File: config.mk
export PLATFORM = sky130hd
export DESIGN_NAME = button_conditioner_flat
export DESIGN_NICKNAME = d
export VERILOG_FILES = /design/src/rtl/clock_pkg.sv /design/src/rtl/button_conditioner_if.sv /design/src/rtl/button_conditioner_debounce_bit.sv /design/src/rtl/button_conditioner.sv /design/src/flat_wrapper.sv
export SDC_FILE = /design/constraint.sdc
export NUM_CORES = 1
export LEC_CHECK = 0
export CORE_ASPECT_RATIO = 0.7
export CORE_MARGIN = 2
export CORE_UTILIZATION = 40
export CTS_CLUSTER_DIAMETER = 60
export DETAILED_ROUTE_END_ITERATION = 8
export DONT_BUFFER_PORTS = 1
export GPL_TIMING_DRIVEN = 0
export SYNTH_ARGS = -nofsm -noshare
export SYNTH_HDL_FRONTEND = slang
export SYNTH_SLANG_ARGS = --single-unit
File: constraint.sdc
create_clock -name clock -period 12.4 [get_ports clock]
set_clock_uncertainty 0.1 [all_clocks]
set_input_delay 2.48 -clock clock [delete_from_list [all_inputs] [get_ports clock]]
set_output_delay 2.48 -clock clock [all_outputs]
set_load 0.05 [all_outputs]
File: src/rtl/clock_pkg.sv
// Shared types and defaults for the key-panel front end.
package clock_pkg;
  localparam int N_BTN_DFLT = 12;

  // Width helper that never returns 0, so 1-key or 1-cycle builds still elaborate.
  function automatic int cw(input int n);
    return (n > 1) ? $clog2(n) : 1;
  endfunction

  localparam int KEY_W = cw(N_BTN_DFLT);

  typedef enum logic [1:0] {IDLE, DELAY, REPEAT} rpt_state_t;
endpackage

File: src/rtl/button_conditioner_if.sv
// Key panel bus: raw keys in, conditioned level/pulse/code out.
interface button_conditioner_if
  import clock_pkg::*;
#(
  parameter int N_BTN = N_BTN_DFLT
) ();
  localparam int KW = cw(N_BTN);

  logic [N_BTN-1:0] button_raw;
  logic [N_BTN-1:0] button_level;
  logic [N_BTN-1:0] button_pulse;
  logic             key_valid;
  logic [KW-1:0]    key_code;

  modport master (output button_raw,
                  input  button_level, button_pulse, key_valid, key_code);
  modport slave  (input  button_raw,
                  output button_level, button_pulse, key_valid, key_code);
endinterface

File: src/rtl/button_conditioner_debounce_bit.sv
// One key: 2-FF synchroniser, stability counter and accepted level.
module debounce_bit
  import clock_pkg::*;
#(
  parameter int DB_CYCLES = 100_000
) (
  input  logic clock,
  input  logic reset,
  input  logic raw,
  output logic level,
  output logic level_next
);
  localparam int CW = cw(DB_CYCLES);

  logic          sync1, sync2;
  logic [CW-1:0] cnt;
  logic          term;

  assign term = (sync2 != level) && (cnt == CW'(DB_CYCLES - 1));
  // Exposed so the top can register the press pulse alongside the level flop.
  assign level_next = term ? sync2 : level;

  always_ff @(posedge clock or posedge reset) begin
    if (reset) begin
      sync1 <= 1'b0;
      sync2 <= 1'b0;
      cnt   <= '0;
      level <= 1'b0;
    end else begin
      sync1 <= raw;
      sync2 <= sync1;
      level <= level_next;
      if (sync2 == level || term) cnt <= '0;
      else                        cnt <= cnt + CW'(1);
    end
  end
endmodule

File: src/rtl/button_conditioner.sv
// Debounced key levels, press/auto-repeat pulses and lowest-index key code.
module button_conditioner
  import clock_pkg::*;
#(
  parameter int N_BTN        = N_BTN_DFLT,
  parameter int DB_CYCLES    = 100_000,
  parameter int REPEAT_DELAY = 50_000_000,
  parameter int REPEAT_RATE  = 10_000_000
) (
  input logic                 clock,
  input logic                 reset,
  button_conditioner_if.slave bus
);
  localparam int KW = cw(N_BTN);
  localparam int TW = cw((REPEAT_DELAY > REPEAT_RATE) ? REPEAT_DELAY : REPEAT_RATE);

  logic [N_BTN-1:0] level, level_next, rise, rpt, pulse_next;
  logic [N_BTN-1:0] pulse_q;
  logic             valid_q;
  logic [KW-1:0]    code_q;

  rpt_state_t    state_q, state_d;
  logic [KW-1:0] trk_q, trk_d;
  logic [TW-1:0] tmr_q, tmr_d;
  logic          tc;

  function automatic logic [KW-1:0] lowest(input logic [N_BTN-1:0] v);
    lowest = '0;
    for (int i = N_BTN - 1; i >= 0; i--)
      if (v[i]) lowest = KW'(i);
  endfunction

  for (genvar i = 0; i < N_BTN; i++) begin : g_db
    debounce_bit #(.DB_CYCLES(DB_CYCLES)) u_db (
      .clock      (clock),
      .reset      (reset),
      .raw        (bus.button_raw[i]),
      .level      (level[i]),
      .level_next (level_next[i])
    );
  end

  assign rise = level_next & ~level;
  assign tc   = (state_q == DELAY) ? (tmr_q == TW'(REPEAT_DELAY - 1))
                                   : (tmr_q == TW'(REPEAT_RATE - 1));

  // Release of the tracked key beats a retarget, which beats the repeat tick.
  always_comb begin
    state_d = state_q;
    trk_d   = trk_q;
    tmr_d   = tmr_q;
    rpt     = '0;
    case (state_q)
      IDLE: if (|rise) begin
        trk_d   = lowest(rise);
        tmr_d   = '0;
        state_d = DELAY;
      end
      DELAY, REPEAT: begin
        if (!level_next[trk_q]) begin
          tmr_d   = '0;
          state_d = IDLE;
        end else if (|rise) begin
          trk_d   = lowest(rise);
          tmr_d   = '0;
          state_d = DELAY;
        end else if (tc) begin
          rpt[trk_q] = 1'b1;
          tmr_d      = '0;
          state_d    = REPEAT;
        end else begin
          tmr_d = tmr_q + TW'(1);
        end
      end
      default: begin
        tmr_d   = '0;
        state_d = IDLE;
      end
    endcase
  end

  assign pulse_next = rise | rpt;

  always_ff @(posedge clock or posedge reset) begin
    if (reset) begin
      state_q <= IDLE;
      trk_q   <= '0;
      tmr_q   <= '0;
      pulse_q <= '0;
      valid_q <= 1'b0;
      code_q  <= '0;
    end else begin
      state_q <= state_d;
      trk_q   <= trk_d;
      tmr_q   <= tmr_d;
      pulse_q <= pulse_next;
      valid_q <= |pulse_next;
      code_q  <= lowest(pulse_next);
    end
  end

  assign bus.button_level = level;
  assign bus.button_pulse = pulse_q;
  assign bus.key_valid    = valid_q;
  assign bus.key_code     = code_q;
endmodule

File: src/flat_wrapper.sv
// flat-port wrapper written by rule: the top's interface ports become plain ports
module button_conditioner_flat import clock_pkg::*;
#(
  parameter int N_BTN        = N_BTN_DFLT,
  parameter int DB_CYCLES    = 100_000,
  parameter int REPEAT_DELAY = 50_000_000,
  parameter int REPEAT_RATE  = 10_000_000
)
  (clock, reset, bus_button_raw, bus_button_level, bus_button_pulse, bus_key_valid, bus_key_code);
  button_conditioner_if #(.N_BTN(N_BTN)) bus_i ();
  input logic clock;
  input logic reset;
  input wire logic [$bits(bus_i.button_raw)-1:0] bus_button_raw;
  output wire logic [$bits(bus_i.button_level)-1:0] bus_button_level;
  output wire logic [$bits(bus_i.button_pulse)-1:0] bus_button_pulse;
  output wire logic [$bits(bus_i.key_valid)-1:0] bus_key_valid;
  output wire logic [$bits(bus_i.key_code)-1:0] bus_key_code;
  assign bus_i.button_raw = bus_button_raw;
  assign bus_button_level = bus_i.button_level;
  assign bus_button_pulse = bus_i.button_pulse;
  assign bus_key_valid = bus_i.key_valid;
  assign bus_key_code = bus_i.key_code;
  button_conditioner #(.N_BTN(N_BTN), .DB_CYCLES(DB_CYCLES), .REPEAT_DELAY(REPEAT_DELAY), .REPEAT_RATE(REPEAT_RATE)) u_core (.clock(clock), .reset(reset), .bus(bus_i));
endmodule
# After elaboration in Yosys (flattened, before gate mapping)
# Cells that the tools add are included.
[classes]
n_bitwise = 3
n_mux = 70
reduce_logical = 32
addsub = 13
eq_ne = 43
magnitude_cmp = 2
[ops]
columns = ["operator", "count"]
rows = [
  ["17-bit by 1-bit adder with 17-bit output (second input constant)", 12],
  ["17-bit == test (second input constant)", 12],
  ["17-bit 2-to-1 mux", 12],
  ["26-bit 2-to-1 mux", 4],
  ["4-bit 2-to-1 mux", 26],
  ["26-bit one-hot mux with 2 select lines", 1],
  ["12-bit 2-to-1 mux", 4],
  ["26-bit by 1-bit adder with 26-bit output (second input constant)", 1],
  ["26-bit by 24-bit == test with 1-bit output (second input constant)", 1],
  ["26-bit == test (second input constant)", 1],
  ["12-bit OR reduction", 2],
  ["1-bit 2-to-1 mux", 15],
  ["1-bit logical AND", 13],
  ["12-bit bitwise AND", 1],
  ["1-bit == test", 12],
  ["1-bit logical OR", 12],
  ["1-bit != test", 12],
  ["12-bit inverter", 1],
  ["12-bit OR", 1],
  ["2-bit 2-to-1 mux", 4],
  ["4-bit one-hot mux with 2 select lines", 1],
  ["4-bit by 5-bit less-than comparator with 1-bit output (second input constant)", 1],
  ["1-bit binary-select mux with 4-bit select", 1],
  ["1-bit demux with 4-bit select", 1],
  ["10 further kinds", 12],
]
[word_totals]
ff_bits = 289
out_inout_bits = 29
wordCells = 217

# Logic depth before layout (Yosys ltp)
# Gate-level depths: netlist (run 1).
[depth]
ltp_word = 21
ltp_mapped = 12
mapped_depth_nobuf = 11

# Cells and area by module
# A second synthesis (run 1) with hierarchy kept.
[hier_totals]
hier_cells = 1378
hier_area_um2 = 14373.8
[by_module_without_submodules]
columns = ["mod", "seq_area_each_um2", "area_per_inst_um2", "cells_each", "instances"]
rows = [
  ["debounce_bit", 500.5, 974.7, 91, 12],
  ["button_conditioner", 1226.2, 2677.6, 286, 1],
]

# Worst setup path before layout (run 1)
# OpenSTA, ideal clock, no wires.
[synth_path]
kind = "flip-flop to flip-flop"
start = "reg u_core.g_db[4].u_db.cnt[5]"
end = "reg u_core.code_q[0] (netlist: u_core.bus.key_code[0])"
arrival_ns = 3.127
path_stages_with_launch = 11
path_buffers = 1
setup_slack_ns = 9.028
cell_sequence = "dfrtp_1 or4b_2 nor4_1 mux2i_1 a41oi_1 nor4_4 nand2b_1 buf_4 or2_2 o221ai_1 a41oi_1"
[synth_between]
elab_chain_cells = 21
elab_cells_between_ends = 23
classes_between = "1 x eq/ne; 18 x mux; 2 x bitwise; 2 x reduce/logical"
[synth_rtl]
columns = ["item", "line", "rtl"]
rows = [
  ["from (decl)", "button_conditioner_debounce_bit.sv:16", "logic [CW-1:0] cnt;"],
  ["from (signal assigned)", "button_conditioner_debounce_bit.sv:34", "else cnt <= cnt + CW'(1);"],
  ["17-bit == test *", "button_conditioner_debounce_bit.sv:19", "assign term = (sync2 != level) && (cnt == CW'(DB_CYCLES - 1));"],
  ["1-bit logical AND *", "button_conditioner_debounce_bit.sv:19", ""],
  ["1-bit 2-to-1 mux *", "button_conditioner_debounce_bit.sv:21", "assign level_next = term ? sync2 : level;"],
  ["branches (longest 5 deep; another with 12-bit 2-to-1 mux)", "n/a", ""],
  ["12-bit OR *", "button_conditioner.sv:82", "assign pulse_next = rise | rpt;"],
  ["4-bit 2-to-1 mux (11 in a row)", "button_conditioner.sv:30", "if (v[i]) lowest = KW'(i);"],
  ["4-bit 2-to-1 mux *", "button_conditioner.sv:30", ""],
  ["to (signal assigned)", "button_conditioner.sv:98", "code_q <= lowest(pulse_next);"],
  ["to (decl)", "button_conditioner.sv:20", "logic [KW-1:0] code_q;"],
]
# Every way passes the cells marked *. The select of a mux whose other input is x is not followed.
# A chain may end at the register's enable or synchronous reset.

# Worst setup path in the final report (run 1)
[layout_path]
start = "reg u_core.g_db[4].u_db.cnt[5]"
end = "reg u_core.code_q[0] (netlist: u_core.bus.key_code[0])"
[layout_between]
elab_cells_between_ends = 23
classes_between = "1 x eq/ne; 18 x mux; 2 x bitwise; 2 x reduce/logical"
[layout_lines]
columns = ["item", "line", "rtl"]
rows = [
  ["17-bit == test *", "button_conditioner_debounce_bit.sv:19", ""],
  ["1-bit logical AND *", "button_conditioner_debounce_bit.sv:19", ""],
  ["1-bit 2-to-1 mux *", "button_conditioner_debounce_bit.sv:21", ""],
  ["branches (longest 5 deep; another with 12-bit 2-to-1 mux)", "n/a", ""],
  ["12-bit OR *", "button_conditioner.sv:82", ""],
  ["net u_core.pulse_next[4]", "button_conditioner.sv:17", "logic [N_BTN-1:0] level, level_next, rise, rpt, pulse_next;"],
  ["4-bit 2-to-1 mux * (5 in a row)", "button_conditioner.sv:30", ""],
]
# Mark *: on every way through the listed nets, which the timed path passes. The select of a mux whose other input is x is not followed.

==> results list, run 1 <==
- For flop-to-flop paths, the worst setup slack is 8.00 ns.
- Aggregate routed wire length: 29300 um
- Setup repair after global routing left no endpoint under its margin.
* Category of the critical setup timing path: flip-flop to flip-flop
* Max FO, Critical Path: 9
* RD Place Congestion: 0.840
- Element type at the critical path start: flip-flop
* Final cell count without fillers: 1945
* Pins Over Slew Limit: 0
- The number of nets handed over by synthesis was 1445.
* Clock buffer depth: 3
- Number of synthesized flops with an enable pin: 0
- Final setup TNS: 0 ns
- STA puts the critical path data required time at 12.71 ns.
- DRC violations left: 0
- Initial cell density of the core: 0.405
- Number of placement rows: 57
- CTS built an H-tree with a depth of 1.
* Area growth syn-to-layout: 12.5%
- Worst reg2reg startpoint: u_core.g_db[4].u_db.cnt[5]$_DFF_PP0_
- Synthesis handed over a netlist of 1415 instances.
- Cell internal power was estimated by the tool at 0.00157 W.
* Count of endpoints failing hold in the final timing report: 0
- Area of placed instances: 14600 sq um
- Following the worst setup path forward leads to its endpoint at u_core.bus.key_code[0]$_DFF_PP0_.
* Floorplan die area: 36500 sq um
* Final non-filler cell area: 15700 sq um
- Dividing the final minimum period by the clock period gives 0.355.
- In this run the post-CTS setup repair buffer count came out at 0.
- The initial antenna violation count is 0.
* Outcome: finished, final reports clean
* Routed Antenna Nets: 0
- Relative max-transition margin: 0.266
- The share of total power dissipated in combinational logic is 0.026.
- Across the run, the number of max-cap violations was 0.
* End of the worst register-to-register path: u_core.bus.key_code[0]$_DFF_PP0_
- TritonCTS clock tree: yes
- Count of distinct cell types in the synthesized netlist: 66
- For this run the aggregate overflow at the end of global routing stands at 0.
- In the final layout, flip-flops and latches occupy 7230 sq um.
* Arrival time at the worst endpoint: 4.70 ns
- Clock network fraction of total power: 0.489
- The multi-input combinational cells in the finished layout cover a total of 6380 sq um.
- In this run the cell area of the synthesized design comes to 14000 sq um.
- Hold repair after CTS inserted 0 buffers.
* DIE WIDTH: 227 um
* Die height: 160 um
* Average via count per standard cell: 5.14
- Placed cell count: 1889
- Detailed-route via count: 9995
* Sequential cell fraction of total power: 0.485
- For this design the top-level I/O count stands at 43.
- Fin util: 0.456
* CTS buffer count: 30
- Commonest cells in the synthesized netlist: sky130_fd_sc_hd__dfrtp_1 (289), sky130_fd_sc_hd__nor2_1 (260), sky130_fd_sc_hd__nand2_1 (110), sky130_fd_sc_hd__xor2_1 (101), sky130_fd_sc_hd__nand3_1 (80)
- Synth async-reset ratio: 1.00
* CTS sink cnt: 289
- Net load switching power: 0.000431 W
- Worst setup path startpoint: u_core.g_db[4].u_db.cnt[5]$_DFF_PP0_
- Timing-limited maximum frequency: 0.227 GHz
- For this block, the initial DRC count from the detailed router was 682.
- Leakage power figure: 6.73 nW
- Number of global-route vias before repair: 9616
- Before antenna repair, the detailed router went through 7 iterations.
- Register-to-Register Path Depth: 10
* Cell types with the largest area share after synthesis: sky130_fd_sc_hd__dfrtp_1 (52%), sky130_fd_sc_hd__nor2_1 (7.0%), sky130_fd_sc_hd__xor2_1 (6.3%)
* WL per Instance: 15.1 um
- Share of total power consumed by net switching: 0.215
* Finish-stage setup viols: 0
* Power per cell area: 127 nW/um^2
- For this run, the total global-route usage over all layers was measured as 0.167.
- Port buffering added 0 buffers.
- Final hold analysis gives a worst-case slack of 0.250 ns.
- The HPWL after detailed placement is 20700 um.
* Library cell with the largest summed area after synthesis: sky130_fd_sc_hd__dfrtp_1
* Type of element capturing the critical path: flip-flop
- Largest vdd supply drop: 0.102 mV
* Layout filler cell count: 3307
- Yosys printed 0 warnings.
- The tree is rooted in a sky130_fd_sc_hd__clkbuf_16.
- The share of synthesized area in the top cell type comes to 0.518.
* Most common cell in the netlist: sky130_fd_sc_hd__dfrtp_1
- Proportion of layout cells with a drive suffix above 1: 0.0896
- Period minus WS final: 4.40 ns
* Share of synthesized area occupied by flip-flops and latches: 0.518
* Clk pin slew, worst setup/hold paths: 0.06 ns
- Core Box Area: 34500 sq um
- The final layout contains 1479 nets.
- The number of antenna diodes in the final layout is 0.
- Wire length of the first global-routing pass: 49800 um
- In this run the mean area of a mapped cell was 9.88 sq um.
- Ys flop type: sky130_fd_sc_hd__dfrtp_1
- In this run the worst hold path is classified as flip-flop to flip-flop.
* Clock latency at the later pin of the worst-skew pair: 0.57 ns
- Post-CTS repair changed the size of 0 cells.
- Actual slew at the worst max-slew pin: 1.09 ns
* Flops & latches, synth: 289
* Largest net degree at the start of global routing: 122
[cell usage in the layout, fill, tap and decap left out, types with 13 or more instances in the layout]
cell type and count:
sky130_fd_sc_hd__a21oi_1 36, sky130_fd_sc_hd__ha_1 16, sky130_fd_sc_hd__nand3_1 80, sky130_fd_sc_hd__xor2_1 101, sky130_fd_sc_hd__buf_4 13, sky130_fd_sc_hd__clkbuf_16 31
sky130_fd_sc_hd__nor2b_1 14, sky130_fd_sc_hd__nor3_1 15, sky130_fd_sc_hd__inv_1 38, sky130_fd_sc_hd__o21ai_0 57, sky130_fd_sc_hd__and3_1 32, sky130_fd_sc_hd__clkbuf_1 26
sky130_fd_sc_hd__dfrtp_1 289, sky130_fd_sc_hd__nor2_1 260, sky130_fd_sc_hd__nand4_1 47, sky130_fd_sc_hd__mux2_2 15, sky130_fd_sc_hd__xnor2_1 79, sky130_fd_sc_hd__or3_1 32
sky130_fd_sc_hd__nand2_1 110
[metal layers]
layer	GRT usage	vias to the layer above	wire (um)
met4	0.0371	0	611
met2	0.232	174	11900
li1	-	4917	-
met1	0.262	4859	15200
met5	0	-	0
met3	0.0381	45	1530
[cell type report]
class	count	area share
sequential	289	0.460
multi-input combinational	1048	0.406
clock buffer	45	0.0590
tap	472	0.0376
buffer	39	0.0135
clock inverter	11	0.0108
inverter	39	0.00979
timing repair buffer	2	0.00350
[metrics by stage]
step                      total power (W)  worst slack [ns]
after floorplan                   0.00102              1.84
final                             0.00200              8.00
after detailed placement          0.00104              8.00
after CTS                         0.00203              7.98
after global placement            0.00104             -1.54
after global routing              0.00208              7.76
[worst min path at each step]
stage,start,to,slack (ns),cells past startpoint
global route,u_core.g_db[0].u_db.sync1$_DFF_PP0_,u_core.g_db[0].u_db.sync2$_DFF_PP0_,0.26,0
floorplan,u_core.g_db[0].u_db.sync1$_DFF_PP0_,u_core.g_db[0].u_db.sync2$_DFF_PP0_,0.23,0
detailed placement,u_core.g_db[8].u_db.sync1$_DFF_PP0_,u_core.g_db[8].u_db.sync2$_DFF_PP0_,0.24,0
CTS,u_core.g_db[8].u_db.sync1$_DFF_PP0_,u_core.g_db[8].u_db.sync2$_DFF_PP0_,0.25,0
global placement,u_core.g_db[10].u_db.sync1$_DFF_PP0_,u_core.g_db[10].u_db.sync2$_DFF_PP0_,0.24,0
finish,u_core.g_db[8].u_db.sync1$_DFF_PP0_,u_core.g_db[8].u_db.sync2$_DFF_PP0_,0.25,0
[sequential cells by signal (all words and copies together) (netlist names)]
register                 count
u_core.g_db.u_db.cnt       204
u_core.tmr_q                26
u_core.bus.button_pulse     12
u_core.g_db.u_db.level      12
u_core.g_db.u_db.sync1      12
u_core.g_db.u_db.sync2      12
u_core.bus.key_code          4
u_core.trk_q                 4
u_core.state_q               2
u_core.bus.key_valid         1
[cells by family after synthesis]
kind of cell / Yosys count / synth area share
AOI/OAI and AO/OA: 120 / 0.0486
xor gates and xnor gates: 180 / 0.113
adders and majority gates: 16 / 0.0143
buffers and inverters: 78 / 0.0257
DFF: 289 / 0.518
muxes: 24 / 0.0185
and+or+nand+nor: 708 / 0.262
[power groups by stage]
stage	combinational [W]	sequential [W]	clock, W
3_5_place_dp	0.0000545	0.000987	0
2_1_floorplan	0.0000390	0.000983	0
6_report	0.0000523	0.000970	0.000980
3_3_place_gp	0.0000514	0.000987	0
4_1_cts	0.0000546	0.000970	0.00101
5_1_grt	0.0000623	0.000972	0.00105
[critical path, stage by stage (launching register included)]
cell,delay (ns)
sky130_fd_sc_hd__dfrtp_1,0.44
sky130_fd_sc_hd__or4b_2,0.72
sky130_fd_sc_hd__nor4_1,0.62
sky130_fd_sc_hd__mux2i_1,0.50
sky130_fd_sc_hd__a41oi_1,0.25
sky130_fd_sc_hd__nor4_4,0.42
sky130_fd_sc_hd__nand2b_1,0.09
sky130_fd_sc_hd__buf_4,0.17
sky130_fd_sc_hd__o31ai_1,0.55
sky130_fd_sc_hd__o21bai_1,0.22
sky130_fd_sc_hd__a41oi_1,0.16
Note: power is estimated with default switching activity, not from simulation.
==> run 2, diff against run 1 <==
==> constraint.sdc (replaced) <==
create_clock -name clock -period 4.04 [get_ports clock]
set_clock_uncertainty 0.1 [all_clocks]
set_input_delay 0.808 -clock clock [delete_from_list [all_inputs] [get_ports clock]]
set_output_delay 0.808 -clock clock [all_outputs]
set_load 0.05 [all_outputs]
==> run 2 against run 1 <==
Net effect: cell area up 1.2%; total power grew to 3.1 times the previous value; combinational power rose to 3.3 times the previous value; sequential cell count stayed put; largest power group unchanged.
==> results list, run 2 (synthesized netlist as in run 1, its figures left out) <==
- DRC violations left: 0
- For this run, the total global-route usage over all layers was measured as 0.168.
- Largest net degree at the start of global routing: 43
- For this block, the initial DRC count from the detailed router was 839.
- Die height: 160 um
* Leakage power figure: 6.83 nW
- The startpoint identified for the worst register-to-register timing path is u_core.g_db[4].u_db.cnt[5]$_DFF_PP0_.
- Largest vdd supply drop: 0.384 mV
* Top library cells by usage in the layout, fill and taps aside: sky130_fd_sc_hd__dfrtp_1 (289), sky130_fd_sc_hd__nor2_1 (260), sky130_fd_sc_hd__nand2_1 (110)
- TritonCTS created 31 clock buffers.
* Path class of the lowest-slack min-delay path: primary input to asynchronous set/reset pin
* Register with the most flip-flops: u_core.g_db.u_db.cnt
- Element type at the critical path start: flip-flop
* Finish-stage setup viols: 0
- Max cap viols: 0
- The initial antenna violation count came to 0.
* Area growth syn-to-layout: 13.9%
- Worst setup path startpoint: u_core.g_db[4].u_db.cnt[5]$_DFF_PP0_
- Category of the critical setup timing path: flip-flop to flip-flop
- The library cell used most frequently in the layout, excluding fill and tap cells, is sky130_fd_sc_hd__dfrtp_1.
- CTS sink cnt: 289
- Pins Over Slew Limit: 0
- The initial utilization of the core area, before any placement, comes to 0.405.
- Count of endpoints failing hold in the final timing report: 0
- In this run the number of H-tree levels came out at 1.
* RSZ-0062 raised after global routing: false
* Wire length of the first global-routing pass: 50000 um
- TritonCTS built the clock tree.
* Clock buffer depth: 3
- Number of buffers inserted for hold repair after clock tree synthesis: 0
- Actual slew at the worst max-slew pin: 0.980 ns
- Overflow after GRT: 0
- Final non-filler cell area: 15900 sq um
- The completed layout was analyzed and its total power is 0.00622 W.
* Clock latency at the later pin of the worst-skew pair: 0.57 ns
- The worst setup path is captured at a flip-flop.
- Of the cells placed in the final design, the portion with a size suffix greater than 1 is 0.101.
- Dividing total power by cell area gives a power density of 391 nW/um^2.
* DIE WIDTH: 227 um
- Estimated wirelength of the detail-placed design: 20900 um
- By instance count, the cell type seen most on the critical path is sky130_fd_sc_hd__nor4_4.
- The detailed router placed 10026 vias in this run.
- On the critical path, the stage with the largest delay is an instance of sky130_fd_sc_hd__or4b_2.
- In the routed layout, each cell is associated on average with a via count of 5.14.
* Outcome: finished, final reports clean
- RD Place Congestion: 0.823
- Along the worst path, the maximum fanout reaches 9.
- Core Box Area: 34500 sq um
- Routed Antenna Nets: 0
- Aggregate routed wire length: 29600 um
- WL per Instance: 15.2 um
- The floorplan step defined a die boundary enclosing 36500 sq um.
- For the final routed database, the setup TNS stands at 0 ns.
- The critical path goes through or4b_2, nor4_4, mux2i_2, a41oi_1, nor4_4, nand2b_1, buf_4, or2_2, o21ai_0.
- Together, buffers and inverters on the worst path number 1.
* Clk pin slew, worst setup/hold paths: 0.06 ns
- Data on the critical path is required at its endpoint by 4.35 ns.
* Number of global-route vias before repair: 9596
* Arrival time at the worst endpoint: 4.17 ns
- Timing-limited maximum frequency: 0.259 GHz
- Top Registers: u_core.g_db.u_db.cnt: 204 flops, u_core.tmr_q: 26 flops
- Buffers on Ports: 0
* Tightest hold margin: 0.166 ns
- 43 I/O pins were placed.
- On the worst path, the slowest cell contributes a delay of 0.76 ns.
- Cell type group with the largest total delay on the critical path: simple AND/OR/NAND/NOR gates
- For this run, the post-layout net count is 1485.
* DRT Pass-1 Iters: 7
* Portion of the clock cycle consumed by the worst path in the final layout: 0.955
- The register with the most flip-flops in the layout has 204 of them.
* Relative max-transition margin: 0.341
- Summing all placed instances gives a cell area of 14700 sq um.
* Number of placement rows: 57
- Number of buffers inserted to repair setup after CTS: 0
* Period minus WS final: 3.86 ns
- 0 antenna diodes ended up in the layout.
- Cell at the root of the clock tree: sky130_fd_sc_hd__clkbuf_16
[run 2: worst paths after layout]
| check | endpoint | slack (ns) | cells past startpoint |
|---|---|---|---|
| setup / recovery | u_core.bus.button_pulse[2]$_DFF_PP0_ | 0.18 | 9 |
| setup reg to reg | u_core.bus.button_pulse[2]$_DFF_PP0_ | 0.18 | 9 |
| max in group asynchronous | u_core.g_db[7].u_db.cnt[12]$_DFF_PP0_ | 2.25 | 5 |
| hold reg to reg | u_core.g_db[8].u_db.sync2$_DFF_PP0_ | 0.25 | 0 |
| hold / removal | u_core.g_db[9].u_db.cnt[13]$_DFF_PP0_ | 0.17 | 1 |
| min in group clock | u_core.g_db[1].u_db.sync1$_DFF_PP0_ | 0.17 | 0 |
[run 2: power by group]
part	switching [W]	total, W	leakage [nW]	internal [W]
Combinational	0.000119	0.000170	2.33	0.0000519
Clock	0.00121	0.00308	0.542	0.00187
Sequential	0.0000402	0.00298	3.95	0.00294
[run 2: timing repair]
action                                  4_1_cts  5_1_grt
cloned                                        0        0
resized for setup                             7        7
endpoints found under the setup margin       22       28
[run 2: metal layers]
metal / GRT usage / wire length, um / up-vias
met1: 0.263 / 15100 / 4847
met5: 0 / 0 / -
met2: 0.235 / 12300 / 169
li1: - / - / 4955
met3: 0.0313 / 1400 / 55
met4: 0.0475 / 776 / 0
[run 2: area by class of cell]
| cell class | instances | area [sq um] |
|---|---|---|
| fillers | 3300 | 18600 |
| flip-flops and latches | 289 | 7230 |
| inverters | 39 | 150 |
| repair buffers | 7 | 140 |
| plain buffers | 39 | 213 |
| clock buffers | 36 | 835 |
| multi-input cells | 1048 | 6470 |
| clock inverters | 21 | 284 |
| well taps | 472 | 591 |
[run 2: through the flow]
stage,utilization,cells,worst slack [ns]
CTS,0.460,1951,0.0617
detailed placement,0.426,1894,-0.373
floorplan,-,1415,-0.701
finish,0.461,1951,0.180
global route,0.461,1951,0.00521
global placement,0.422,1887,-2.41
==> run 3, diff against run 2 <==
--- a/config.mk
+++ b/config.mk
@@ -12,6 +12,7 @@
 export DETAILED_ROUTE_END_ITERATION = 8
 export DONT_BUFFER_PORTS = 1
 export GPL_TIMING_DRIVEN = 0
+export PLACE_DENSITY = 0.61
 export SYNTH_ARGS = -nofsm -noshare
 export SYNTH_HDL_FRONTEND = slang
 export SYNTH_SLANG_ARGS = --single-unit
==> run 3 against run 2 <==
Net effect: wire length decreased by 2.4%; global-route usage decreased by 0.44 points; first-iteration DRC count fell by 16%; setup slack better by 0.061 ns; hold slack gained 0.0033 ns; sequential cell count unchanged; total power decreased by 3.8%; non-clock buffer count rose by 4; largest power group is now sequential cells.
==> results list, run 3 (synthesized netlist as in run 1, its figures left out) <==
- STA puts the critical path data arrival time at 4.14 ns.
- In the finished design, the share of the clock period the worst path needs comes to 0.940.
- The critical path is of the flip-flop to flip-flop type.
- By instance count, the cell type seen most on the critical path is sky130_fd_sc_hd__nand4_1.
- Dividing the detail-routed via count by the number of cells gives 5.13.
* Initial cell density of the core: 0.405
* Overflow after GRT: 0
- Once layout is done, the placed cells without fillers occupy 15900 sq um.
- Cell type group with the largest total delay on the critical path: simple AND/OR/NAND/NOR gates
- Die height: 160 um
- Number of antenna violations at the first check in global routing: 0
- Most frequent standard cell in the layout excluding fill and tap cells: sky130_fd_sc_hd__dfrtp_1
- Flip-flop count of the largest register, all copies and words added: 204
- The detail route stage leaves a number of antenna-violating nets equal to 0.
* Wire length of the first global-routing pass: 48800 um
- Cells along the critical path: ha_1, and4_1, nand4_1, or3b_1, nand4_1, or4bb_2, o41ai_2, nor2b_1, o21bai_1, a41oi_1
- Register with the most flip-flops: u_core.g_db.u_db.cnt
- No sink is reached through more buffers than the 3 on the longest clock path.
* DRC violations left: 0
* Cell at the root of the clock tree: sky130_fd_sc_hd__clkbuf_16
- WL per Instance: 14.8 um
- Among all stages on the critical path, the largest delay is contributed by sky130_fd_sc_hd__or4bb_2.
- The worst register-to-register path has a setup slack of 0.24 ns.
- Counting every sink on the clock net gives 289.
- 43 I/O pins were placed.
- CTS built an H-tree with a depth of 1.
* Fin util: 0.459
* Type of element capturing the critical path: flip-flop
- Clock latency at the later pin of the worst-skew pair: 0.57 ns
* Buffers on Ports: 0
- Pins Over Slew Limit: 0
- At the end of routability-driven placement, the weighted congestion stood at 0.833.
- Timing-limited maximum frequency: 0.263 GHz
* Number of placement rows: 57
- In the final timing run, aggregate negative setup slack is 0 ns.
- Buffering stage count on the worst path with inverters included: 0
- Count of endpoints failing hold in the final timing report: 0
- The worst setup path is launched from a flip-flop.
* Estimated wirelength of the detail-placed design: 20600 um
- In this run the static leakage power is 6.81 nW.
* Global-route total usage across every layer: 0.164
* Finish-stage setup viols: 0
- After detailed routing, the total wire length is 28900 um.
* Largest vdd supply drop: 0.362 mV
- Entering global routing, the biggest net connects 39 pins.
- Max cap viols: 0
* Total Nets Final: 1489
- DIE WIDTH: 227 um
- Dividing total power by cell area gives a power density of 378 nW/um^2.
- Area of placed instances: 14700 sq um
* Period minus WS final: 3.80 ns
* Relative max-transition margin: 0.330
* Max FO, Critical Path: 6
* CTS buffer count: 31
- Floorplan die area: 36500 sq um
* Number of global-route vias before repair: 9430
* TritonCTS clock tree: yes
- DRT Pass-1 Iters: 5
* Required time of the critical path: 4.38 ns
* Initial drt markers: 702
- Top library cells by usage in the layout, fill and taps aside: sky130_fd_sc_hd__dfrtp_1 (289), sky130_fd_sc_hd__nor2_1 (260), sky130_fd_sc_hd__nand2_1 (110)
- Path class of the lowest-slack min-delay path: primary input to flip-flop
- Relative to the synthesized area, the layout overhead comes to 13.5%.
- Clk pin slew, worst setup/hold paths: 0.06 ns
- Core Box Area: 34500 sq um
- The flow ran to the end, and the final reports show no timing, DRC or antenna violations.
- Detailed-route via count: 10029
- The largest single stage delay on the critical path is 0.76 ns.
* Actual slew at the worst max-slew pin: 0.996 ns
- Proportion of layout cells with a drive suffix above 1: 0.0978
* Number of diodes added for antenna fixing: 0
- Top Registers: u_core.g_db.u_db.cnt: 204 flops, u_core.tmr_q: 26 flops
## run 3: cell count changes in the layout (fill, tap and decap cells not counted), moves of 2 or more
cell and delta:
sky130_fd_sc_hd__clkinvlp_4 -3, sky130_fd_sc_hd__bufinv_16 -3, sky130_fd_sc_hd__clkbuf_1 +8, sky130_fd_sc_hd__buf_4 +2
## run 3: cell type report
class                           instances  area [sq um]
Multi-Input combinational cell       1048          6470
Fill cell                            3324         18700
Clock buffer                           43           851
Timing Repair Buffer                   11           185
Inverter                               39           150
Sequential cell                       289          7230
Clock inverter                         14           163
Buffer                                 39           213
Tap cell                              472           591
## run 3: metal layers
metal | share of wire | track usage
met2 | 0.42 | 0.235
met3 | 0.041 | 0.0313
met5 | 0 | 0
met4 | 0.025 | 0.0413
met1 | 0.52 | 0.253
## run 3: worst register-to-register path: stages, from the launching register on
cell                       delay, ns
sky130_fd_sc_hd__dfrtp_1        0.41
sky130_fd_sc_hd__ha_1           0.25
sky130_fd_sc_hd__and4_1         0.27
sky130_fd_sc_hd__nand4_1        0.13
sky130_fd_sc_hd__or3b_1         0.26
sky130_fd_sc_hd__nand4_1        0.31
sky130_fd_sc_hd__or4bb_2        0.76
sky130_fd_sc_hd__o41ai_2        0.57
sky130_fd_sc_hd__nor2b_1        0.20
sky130_fd_sc_hd__o21bai_1       0.07
sky130_fd_sc_hd__a41oi_1        0.34
## run 3: final timing paths
path,cells past startpoint,end,start
min in group asynchronous,2,u_core.g_db[5].u_db.cnt[6]$_DFF_PP0_,reset
max,10,u_core.bus.key_code[0]$_DFF_PP0_,u_core.g_db[0].u_db.cnt[0]$_DFF_PP0_
min,0,u_core.g_db[2].u_db.sync1$_DFF_PP0_,bus_button_raw[2]
max in group asynchronous,5,u_core.g_db[4].u_db.cnt[8]$_DFF_PP0_,reset
max reg2reg,10,u_core.bus.key_code[0]$_DFF_PP0_,u_core.g_db[0].u_db.cnt[0]$_DFF_PP0_
min reg2reg,0,u_core.g_db[0].u_db.sync2$_DFF_PP0_,u_core.g_db[0].u_db.sync1$_DFF_PP0_
## run 3: repair_timing
action | 4_1_cts | 5_1_grt
hold buffers | 1 | 0
setup endpoints to repair | 30 | 14
pin swaps | 0 | 2
endpoints found under the hold margin | 14 | 0
setup buffers | 0 | 2
gates resized for setup | 8 | 5
## run 3: report_power, final
part           total [W]  internal (W)  switching, W
Sequential       0.00298       0.00294     0.0000404
Clock            0.00283       0.00166       0.00117
Combinational   0.000174     0.0000550      0.000119
## run 3: stage by stage
step,setup slack [ns],instances,power [W],hold WS (ns)
2_1_floorplan,-0.701,1415,0.00314,0.231
3_3_place_gp,-2.43,1887,0.00319,0.233
3_5_place_dp,-0.443,1895,0.00321,0.235
4_1_cts,0.000385,1953,0.00608,0.139
5_1_grt,-0.0175,1955,0.00624,0.140
6_report,0.241,1955,0.00599,0.169
